**config.mk**
```make
export PLATFORM = sky130hd
export DESIGN_NAME = cdc_sync_bank
export DESIGN_NICKNAME = d
export VERILOG_FILES = /design/src/rtl/cdc_pkg.sv /design/src/rtl/cdc_sync_chain.sv /design/src/rtl/cdc_sync_bank.sv
export SDC_FILE = /design/constraint.sdc
export NUM_CORES = 1
export LEC_CHECK = 0
export CAP_MARGIN = 20
export CORE_MARGIN = 5
export CORE_UTILIZATION = 49
export CTS_BUF_LIST = sky130_fd_sc_hd__clkbuf_4 sky130_fd_sc_hd__clkbuf_8
export DETAILED_ROUTE_END_ITERATION = 10
export PLACE_DENSITY = 0.82
export SLEW_MARGIN = 0
export SYNTH_ARGS = -nofsm -noshare
export SYNTH_HDL_FRONTEND = slang
export SYNTH_SLANG_ARGS = --single-unit
export TNS_END_PERCENT = 100
```
**constraint.sdc**
```tcl
create_clock -name clk -period 1.2 [get_ports clk]
set_input_delay 0.36 -clock clk [delete_from_list [all_inputs] [get_ports clk]]
set_output_delay 0.36 -clock clk [all_outputs]
set_load 0.03 [all_outputs]
```
**src/rtl/cdc_pkg.sv**
```systemverilog
`default_nettype none
// ----------------------------------------------------------------------------
// cdc_pkg : shared handshake FSM type, constants and clog2 helper for the CDC bank
// Rev 1.0
// ----------------------------------------------------------------------------
package cdc_pkg;

  typedef enum logic [0:0] {
    IDLE = 1'b0,
    CAPT = 1'b1
  } hs_state_e;

  localparam int MIN_STAGES = 2;

  function automatic int clog2(input int value);
    int w;
    w = 0;
    for (int i = 0; i < 31; i++) begin
      if ((1 << i) < value) w = i + 1;
    end
    return w;
  endfunction

endpackage
`default_nettype wire

```
**src/rtl/cdc_sync_chain.sv**
```systemverilog
`default_nettype none
// ----------------------------------------------------------------------------
// cdc_sync_chain : W-bit multi-flop synchronizer with synchronous clear and hold
// Rev 1.0
// ----------------------------------------------------------------------------
module cdc_sync_chain
  import cdc_pkg::*;
#(
  parameter int W      = 1,
  parameter int STAGES = 2
) (
  input  logic         clk,
  input  logic         rst,
  input  logic         en,
  input  logic [W-1:0] d,
  output logic [W-1:0] q
);

  // A depth below two gives no metastability settling time, so clamp it.
  localparam int N = (STAGES < MIN_STAGES) ? MIN_STAGES : STAGES;

  logic [W-1:0] chain_q [N];

  always_ff @(posedge clk) begin
    if (rst) begin
      for (int i = 0; i < N; i++) chain_q[i] <= '0;
    end else if (en) begin
      chain_q[0] <= d;
      for (int i = 1; i < N; i++) chain_q[i] <= chain_q[i-1];
    end
  end

  assign q = chain_q[N-1];

endmodule
`default_nettype wire

```
**src/rtl/cdc_sync_bank.sv**
```systemverilog
`default_nettype none
// ----------------------------------------------------------------------------
// cdc_sync_bank : per-bit level synchronizers with filter/edge detect, plus a
//                 toggle-handshake bundled-data capture port
// Rev 1.0
// ----------------------------------------------------------------------------
module cdc_sync_bank
  import cdc_pkg::*;
#(
  parameter int CH     = 4,
  parameter int STAGES = 2,
  parameter int FILT   = 0,
  parameter int DW     = 8
) (
  input  logic          clk,
  input  logic          rst,
  input  logic          test_mode,
  input  logic [CH-1:0] async_in,
  output logic [CH-1:0] sync_out,
  output logic [CH-1:0] rise,
  output logic [CH-1:0] fall,
  input  logic          req_in,
  input  logic [DW-1:0] data_in,
  output logic [DW-1:0] data_out,
  output logic          data_valid,
  output logic          ack_out,
  output logic          proto_err
);

  logic          run;
  logic [CH-1:0] s;
  logic [CH-1:0] prev_q, rise_q, fall_q;

  assign run = ~test_mode;

  for (genvar i = 0; i < CH; i++) begin : g_ch
    cdc_sync_chain #(.W(1), .STAGES(STAGES)) u_sync (
      .clk(clk), .rst(rst), .en(run), .d(async_in[i]), .q(s[i])
    );

    if (FILT == 0) begin : g_nofilt
      logic so_q;
      always_ff @(posedge clk) begin
        if (rst)      so_q <= 1'b0;
        else if (run) so_q <= s[i];
      end
      assign sync_out[i] = so_q;
    end else begin : g_filt
      localparam int CW = clog2(FILT + 1);
      logic          so_q, so_d;
      logic [CW-1:0] cnt_q, cnt_d;

      // Counter measures how long s has disagreed with the output level.
      always_comb begin
        cnt_d = cnt_q;
        so_d  = so_q;
        if (s[i] == so_q) begin
          cnt_d = '0;
        end else if (cnt_q == CW'(FILT)) begin
          so_d  = s[i];
          cnt_d = '0;
        end else begin
          cnt_d = cnt_q + 1'b1;
        end
      end

      always_ff @(posedge clk) begin
        if (rst) begin
          so_q  <= 1'b0;
          cnt_q <= '0;
        end else if (run) begin
          so_q  <= so_d;
          cnt_q <= cnt_d;
        end
      end
      assign sync_out[i] = so_q;
    end
  end

  always_ff @(posedge clk) begin
    if (rst) begin
      prev_q <= '0;
      rise_q <= '0;
      fall_q <= '0;
    end else if (test_mode) begin
      rise_q <= '0;
      fall_q <= '0;
    end else begin
      prev_q <= sync_out;
      rise_q <= sync_out & ~prev_q;
      fall_q <= ~sync_out & prev_q;
    end
  end

  assign rise = rise_q;
  assign fall = fall_q;

  logic          rs, req_edge;
  hs_state_e     state_q, state_d;
  logic          req_last_q, req_last_d;
  logic          ack_q, ack_d;
  logic          perr_q, perr_d;
  logic          dv_q, dv_d;
  logic [DW-1:0] data_q, data_d;

  cdc_sync_chain #(.W(1), .STAGES(STAGES)) u_req_sync (
    .clk(clk), .rst(rst), .en(run), .d(req_in), .q(rs)
  );

  assign req_edge = rs ^ req_last_q;

  // data_in is only sampled in CAPT; the source keeps it stable until ack.
  always_comb begin
    state_d    = state_q;
    req_last_d = req_last_q;
    ack_d      = ack_q;
    perr_d     = perr_q;
    dv_d       = 1'b0;
    data_d     = data_q;
    case (state_q)
      IDLE: begin
        if (req_edge) begin
          req_last_d = rs;
          state_d    = CAPT;
        end
      end
      CAPT: begin
        data_d  = data_in;
        dv_d    = 1'b1;
        ack_d   = ~ack_q;
        state_d = IDLE;
        if (req_edge) begin
          perr_d     = 1'b1;
          req_last_d = rs;
        end
      end
      default: state_d = IDLE;
    endcase
  end

  always_ff @(posedge clk) begin
    if (rst) begin
      state_q    <= IDLE;
      req_last_q <= 1'b0;
      ack_q      <= 1'b0;
      perr_q     <= 1'b0;
      dv_q       <= 1'b0;
      data_q     <= '0;
    end else if (test_mode) begin
      dv_q <= 1'b0;
    end else begin
      state_q    <= state_d;
      req_last_q <= req_last_d;
      ack_q      <= ack_d;
      perr_q     <= perr_d;
      dv_q       <= dv_d;
      data_q     <= data_d;
    end
  end

  assign data_out   = data_q;
  assign data_valid = dv_q;
  assign ack_out    = ack_q;
  assign proto_err  = perr_q;

endmodule
`default_nettype wire

```
# --- Word level (Yosys, flattened, before mapping) ---
# Memories as Yosys holds them, arrays and structs flattened. A register that Yosys moved wholly into a read port is not among the register bits.
# Cells that the tools add are included.
totals:
  register_bits: 25
  ram_bits: 10
  out_inout_bits: 23
  n_memories: 5
memory_table:
  columns: ["name", "depth", "width", "rd", "rd_ports_with_merged_regs", "wr", "line_no", "text"]
  rows:
  - ["g_ch[0].u_sync.chain_q", 2, 1, 2, 1, 2, "cdc_sync_chain.sv:22", "logic [W-1:0] chain_q [N];"]
  - ["g_ch[1].u_sync.chain_q", 2, 1, 2, 1, 2, "cdc_sync_chain.sv:22", null]
  - ["g_ch[2].u_sync.chain_q", 2, 1, 2, 1, 2, "cdc_sync_chain.sv:22", null]
  - ["g_ch[3].u_sync.chain_q", 2, 1, 2, 1, 2, "cdc_sync_chain.sv:22", null]
  - ["u_req_sync.chain_q", 2, 1, 2, 0, 2, "cdc_sync_chain.sv:22", null]
op_classes:
  n_mux: 19
  bitwise: 18
  n_reduce_logical: 8
op_table:
  columns: ["op", "count"]
  rows:
  - ["$mux 1", 18]
  - ["$or 1x1->1", 10]
  - ["$and 4x4->4", 2]
  - ["$not 4->4", 2]
  - ["$logic_not 1->1", 4]
  - ["$reduce_and 2->1", 2]
  - ["$not 1->1", 3]
  - ["$reduce_and 3->1", 1]
  - ["$pmux 1 s2", 1]
  - ["$reduce_or 2->1", 1]
  - ["$xor 1x1->1", 1]

# --- Depth between registers and ports, before layout ---
# Gate-level depths: netlist of the first run.
logic_depth:
  depth_word: 4
  mapped_depth: 5

# --- Hierarchy ---
# From an unflattened synthesis of the first run, not the netlist that was laid out.
unflattened:
  cells_unflattened: 129
  hier_area_um2: 1488.9
modules_own_cells:
  columns: ["mod", "instances", "cells_each", "area_per_inst_um2", "seq_area_each_um2"]
  rows:
  - ["cdc_sync_bank", 1, 104, 1057.3, 580.6]
  - ["cdc_sync_chain", 5, 5, 86.3, 60.1]

# --- Worst setup path after synthesis of the first run ---
# Ideal clock, no wire load.
synth_path:
  path_type: "input-to-reg"
  start: "input port test_mode"
  end: "memory g_ch[0].u_sync.chain_q[0], enable pin"
  setup_ps: 347
  t_arrival_ps: 726
  required_ps: 853
  path_slack_ps: 127
  stages: 2
  path_buffers: 1
  cell_sequence: "buf_6 nand2b_1"
synth_lines:
  columns: ["element", "line_no", "text"]
  rows:
  - ["start: declaration", "cdc_sync_bank.sv:17", "input logic test_mode,"]
  - ["end: declaration", "cdc_sync_chain.sv:22", null]

# --- Final worst setup path of the first run ---
layout_path:
  start: "register g_ch[3].g_nofilt.so_q (read register of g_ch[3].u_sync.chain_q)"
  end: "output port sync_out[3]"
layout_lines:
  columns: ["element", "line_no", "text"]
  rows:
  - ["start: declaration", "cdc_sync_bank.sv:42", "logic so_q;"]
  - ["end: declaration", "cdc_sync_bank.sv:19", "output logic [CH-1:0] sync_out,"]
# No word-level cell between the ends.

==> impl_metrics.json, run 1 <==
{
  "clock_skew_ns": 0.004250,
  "clk_pin_slew_worst_paths_ns": 0.10,
  "cp_slowest_cell": "dfxtp_4",
  "insertion_delay_ns": 0.33,
  "p_sw_w": 0.0005266,
  "die_h_um": 63.96,
  "via_count": 1001,
  "ioPinCount": 39,
  "clock_path_buffers": 2,
  "max-slew-margin-rel": 0.8214,
  "grt_pass1_wl_um": 4416,
  "p_int_w": 0.001800,
  "synth_flop_cell": "dfxtp_1",
  "drt_pass1_iterations": 3,
  "crit_fanout": 3,
  "final_nets": 189,
  "synth_seq_cells": 39,
  "timing.critical_path.to": "sync_out[3]",
  "drive_gt1_frac": 0.4393,
  "syn-cell-area_um2": 1426,
  "avgSynthCellArea_um2": 11.41,
  "p_leak_nw": 0.8298,
  "yosysTopAreaCellShare": 0.4070,
  "synthDistinctLibCells": 17,
  "rrSetupSlack_ns": 0.15,
  "place_inst": 192,
  "yosysSeqAreaShare": 0.6175,
  "rows": 19,
  "swShare": 0.2264,
  "worst_slew_pin_slew_ns": 0.2679,
  "synthArstFlopShare": 0,
  "dieWidth_um": 63.96,
  "start_util": 0.5128,
  "wire_per_inst_um": 12.88,
  "antennaDiodeCount": 0,
  "cts_root_buf": "clkbuf_4",
  "grt_start_max_net_pins": 17,
  "clkPwrFrac": 0.279,
  "cts_tree": "yes",
  "synth_cells": 125,
  "via_per_inst": 4.907,
  "comb_power_share": 0.111,
  "setup_slack_ns": 0.009256,
  "synth_nets": 141,
  "start_kind": "register",
  "core_um2": 2781,
  "min_period_ns": 1.191,
  "drc": 0,
  "path_class": "reg2out",
  "cp_slowest_stage_delay_ns": 0.37,
  "cp_top_family": "flip-flops",
  "antenna_found_initial": 0,
  "layout.cells.non_filler": 204,
  "p_per_area_nw_per_um2": 1161,
  "cts_buffers": 5,
  "wirelength_um": 2628,
  "path_cells": "buf_6",
  "port_buffers": 38,
  "h-tree-depth": 2,
  "hp-class": "in2reg",
  "worst-path-stages": 1,
  "grt.overflow.total": 0,
  "place.gp.congestion": 0.7056,
  "status": "completed",
  "grt_pass1_vias": 1064,
  "vdd_drop_max_mv": 0.9835,
  "yosysMostFrequentCell": "dfxtp_1",
  "slew_viol_final": 0,
  "synth_commonest_cells": "dfxtp_1, nand2_1, nor2_1",
  "yosys.area.top_type": "dfxtp_1",
  "dp_hpwl_um": 1846,
  "dieArea_um2": 4090,
  "areaGrowthSynthToFinish_pct": 40.53,
  "hold_buffers": 0,
  "crit_start": "g_ch[3].g_nofilt.so_q$_SDFFE_PP0N_",
  "crit_arrival_ns": 0.83,
  "finalHoldViolations": 0,
  "required_ns": 0.84,
  "synth-edff-count": 10,
  "reg2reg_depth": 4,
  "rsz0062_at_grt": "yes",
  "gr-usage-all-layers": 0.1356,
  "path_buf_inv": 1,
  "r2r-end": "ack_out$_SDFFE_PP0P_",
  "ant_nets": 0,
  "drtIter0Drc": 26,
  "reg2reg_from": "state_q$_SDFFE_PP0N_",
  "maxCapViolCount": 0,
  "seq_power_share": 0.610,
  "place_ws_ns": -0.4444,
  "synth_area_leaders": "dfxtp_1, edfxtp_1, nor3b_2, mux2i_1, nand2_1",
  "cts.sinks": 39,
  "max_freq_ghz": 0.8398,
  "cp-end-kind": "primary output",
  "period_share": 0.9923,
  "setup_viol": 0,
  "yosys_warnings": 0
}
[stage by stage]
step	utilization	hold slack [ns]	TNS (ns)	area (um^2)	total power [W]
finish	0.7206	0.4380	0	2004	0.002326
floorplan	-	0.4235	0	1426	0.001582
CTS	0.6977	0.4244	-0.02947	1941	0.002337
global placement	0.6428	0.4375	-16.76	1788	0.001674
detailed placement	0.6428	0.4457	-17.98	1788	0.001684
global route	0.7206	0.4406	-0.2524	2004	0.002436
[kinds of logic (layout without fill, tap and decap cells)]
logic type | Yosys count | in the layout | share of synthesized area
AO/OA/AOI/OAI | 10 | 10 | 0.03509
XOR/XNOR | 2 | 2 | 0.01228
buffers and inverters | 11 | 59 | 0.05614
multiplexers | 9 | 9 | 0.06316
flip-flops | 39 | 39 | 0.6175
AND/OR/NAND/NOR | 54 | 54 | 0.2158
[routing by layer]
metal | GRT usage | wire length, um | up-vias
li1 | - | - | 498
met1 | 0.1405 | 1035 | 474
met2 | 0.2437 | 1410 | 25
met3 | 0.05604 | 146 | 4
met4 | 0.04675 | 36 | 0
met5 | 0 | 0 | -
[final cells by class]
type,instances,area [um^2]
Timing Repair Buffer,52,528.0
Sequential cell,39,917.1
Tap cell,31,38.79
Multi-Input combinational cell,75,467.9
Clock buffer,7,52.55
Fill cell,209,777.0
[placed cells by master, fill, tap and decap left out, drive strengths merged]
| master | Yosys | routed |
|---|---|---|
| clkbuf | 2 | 7 |
| dlygate4sd2 | 0 | 2 |
| edfxtp | 10 | 10 |
| nor2b | 1 | 1 |
| a21oi | 10 | 10 |
| and2 | 10 | 10 |
| or2 | 1 | 1 |
| nor3b | 8 | 8 |
| buf | 9 | 37 |
| nor2 | 14 | 14 |
| mux2i | 9 | 9 |
| xor2 | 1 | 1 |
| dfxtp | 29 | 29 |
| clkdlybuf4s50 | 0 | 13 |
| xnor2 | 1 | 1 |
| nand2 | 18 | 18 |
| nand2b | 2 | 2 |
[power by group through the flow]
stage	registers (W)	logic (W)	clock network (W)
2_1_floorplan	0.00147	0.000114	0
3_3_place_gp	0.00145	0.000225	0
3_5_place_dp	0.00145	0.000231	0
4_1_cts	0.00142	0.000250	0.000667
5_1_grt	0.00143	0.000275	0.000735
6_report	0.00142	0.000258	0.000650
[state kept, by name, indices dropped and copies added (netlist names)]
name,cells
ack_out,1
data_out,8
data_valid,1
fall,4
g_ch.g_nofilt.so_q,4
g_ch.u_sync.chain_q,8
prev_q,4
proto_err,1
req_last_q,1
rise,4
state_q,1
u_req_sync.chain_q,2
[worst reg2reg max path, cell delays in order, from the launching register on]
cell	delay [ns]
dfxtp_1	0.38
nor2b_1	0.21
buf_4	0.19
xnor2_1	0.12
nor2_1	0.05
[repair_timing]
action | CTS | global route
setup buffers | 3 | 2
hold endpoints to repair | 0 | 0
gates resized for setup | 34 | 19
gates cloned | 0 | 0
setup endpoints to repair | 42 | 21
[worst min path at each step]
stage / cells past startpoint / slack [ns] / to / start
5_1_grt: 2 / 0.44 / req_last_q$_SDFFE_PP0P_ / rst
6_report: 2 / 0.44 / req_last_q$_SDFFE_PP0P_ / rst
2_1_floorplan: 1 / 0.42 / rise[0]$_SDFF_PN0_ / prev_q[0]$_SDFFE_PP0N_
4_1_cts: 2 / 0.42 / req_last_q$_SDFFE_PP0P_ / rst
3_3_place_gp: 1 / 0.44 / rise[3]$_SDFF_PN0_ / prev_q[3]$_SDFFE_PP0N_
3_5_place_dp: 2 / 0.45 / data_out[6]$_SDFFE_PP0P_ / data_out[6]$_SDFFE_PP0P_
No activity file was read; power rests on OpenSTA's default activity.
==> run 2, diff against run 1 <==
--- a/config.mk
+++ b/config.mk
@@ -11,6 +11,8 @@
 export CTS_BUF_LIST = sky130_fd_sc_hd__clkbuf_4 sky130_fd_sc_hd__clkbuf_8
 export DETAILED_ROUTE_END_ITERATION = 10
 export PLACE_DENSITY = 0.82
+export SETUP_SLACK_MARGIN = 0.2
+export SKIP_CTS_REPAIR_TIMING = 1
 export SLEW_MARGIN = 0
 export SYNTH_ARGS = -nofsm -noshare
 export SYNTH_HDL_FRONTEND = slang
==> run 2 against run 1 <==
Compared with the run above:
- combinational power grew 2%
- sequential share of layout area down 0.66 points
- global-route usage decreased by 1.3 points
- flip-flop and latch count did not move
- clock skew fell by 0.00092 ns
- setup slack got worse by 0.0046 ns
- cell area grew 1.9%
- sequential power is essentially flat
- register-to-register slack better by 0.10 ns
- critical path type unchanged
- critical endpoint unchanged
==> impl_metrics.json, run 2 (synthesis results as in run 1) <==
{
  "ioPinCount": 39,
  "cts.sinks": 39,
  "grt.overflow.total": 0,
  "status": "completed",
  "path_class": "reg2out",
  "wl_met3_um": 147,
  "antenna_found_initial": 0,
  "cp_top_family": "flip-flops",
  "path_buf_inv": 1,
  "grt_pass1_vias": 910,
  "period_share": 0.9961,
  "worst_slew_pin_slew_ns": 0.3407,
  "min_from": "test_mode",
  "cp-end-kind": "primary output",
  "core_um2": 2781,
  "start_util": 0.5128,
  "ant_nets": 0,
  "vdd_drop_max_mv": 0.9679,
  "via_per_inst": 4.793,
  "rsz0062_at_grt": "yes",
  "cts_tree": "yes",
  "rrSetupSlack_ns": 0.25,
  "p_per_area_nw_per_um2": 1141,
  "cp_slowest_stage_delay_ns": 0.38,
  "drc": 0,
  "wl_met2_um": 1313,
  "areaGrowthSynthToFinish_pct": 43.16,
  "port_buffers": 38,
  "crit_arrival_ns": 0.84,
  "final_area_um2": 2042,
  "hp-class": "in2reg",
  "wire_per_inst_um": 12.57,
  "place_ws_ns": -0.4193,
  "maxCapViolCount": 0,
  "clk_pin_slew_worst_paths_ns": 0.10,
  "place.gp.congestion": 0.6904,
  "drt_pass1_iterations": 4,
  "layout_common_cells": "buf_6, dfxtp_2, nand2_1, buf_4, nor2_1",
  "max-slew-margin-rel": 0.7725,
  "clock_skew_ns": 0.003332,
  "mostFrequentLayoutCell": "buf_6",
  "insertion_delay_ns": 0.33,
  "routed.top_layer": "met4",
  "n_fill_cell": 191,
  "slew_viol_final": 0,
  "die_h_um": 63.96,
  "crit_start": "g_ch[3].g_nofilt.so_q$_SDFFE_PP0N_",
  "required_ns": 0.84,
  "clock_path_buffers": 2,
  "dieArea_um2": 4090,
  "start_kind": "register",
  "max_freq_ghz": 0.8366,
  "finalHoldViolations": 0,
  "wl_met1_um": 1122,
  "placed_area_um2": 1763,
  "gr-usage-all-layers": 0.1224,
  "p_leak_nw": 0.8633,
  "reg2reg_from": "state_q$_SDFFE_PP0N_",
  "dieWidth_um": 63.96,
  "rows": 19,
  "grt_start_max_net_pins": 13,
  "drtIter0Drc": 39,
  "min_period_ns": 1.195,
  "antennaDiodeCount": 0,
  "setup_slack_ns": 0.004648,
  "cts_root_buf": "clkbuf_4",
  "via_count": 997,
  "cp_slowest_cell": "dfxtp_4",
  "final_nets": 192,
  "setup_tns_ns": 0,
  "crit_fanout": 4,
  "dp_hpwl_um": 1734,
  "setup_viol": 0,
  "drive_gt1_frac": 0.4746,
  "path_cells": "buf_6",
  "utilization": 0.7341,
  "grt_pass1_wl_um": 3919,
  "wirelength_um": 2615,
  "cts_buffers": 5,
  "h-tree-depth": 2
}
-- run 2: final timing paths --
| check | to | depth (start not counted) |
|---|---|---|
| max reg2reg | ack_out$_SDFFE_PP0P_ | 4 |
| min reg2reg | rise[0]$_SDFF_PN0_ | 1 |
| max | sync_out[3] | 1 |
| min | state_q$_SDFFE_PP0N_ | 3 |
-- run 2: power breakdown --
part | switching (W) | leakage (nW) | internal (W)
clock | 0.000375 | 0.0361 | 0.000274
sequential | 0.0000251 | 0.357 | 0.00139
combinational | 0.000121 | 0.470 | 0.000141
-- run 2: routing by layer --
layer / up-vias / GRT usage
li1: 509 / -
met1: 460 / 0.1359
met2: 24 / 0.1960
met3: 4 / 0.04553
met4: 0 / 0.07792
met5: - / 0
-- run 2: area by class of cell --
cell class	instances	area, um^2	area share
clock buffer	7	52.55	0.02574
clock inverter	1	5.005	0.002451
multi-input combinational	75	481.7	0.2359
sequential	39	920.9	0.4510
tap	31	38.79	0.01900
timing repair buffer	55	543.0	0.2659
-- run 2: metrics by stage --
step | hold WS, ns | total power, W | cells
2_1_floorplan | 0.4236 | 0.001584 | 125
3_3_place_gp | 0.4338 | 0.001666 | 190
3_5_place_dp | 0.4453 | 0.001676 | 190
4_1_cts | 0.4626 | 0.002323 | 198
5_1_grt | 0.4249 | 0.002458 | 208
6_report | 0.4402 | 0.002330 | 208
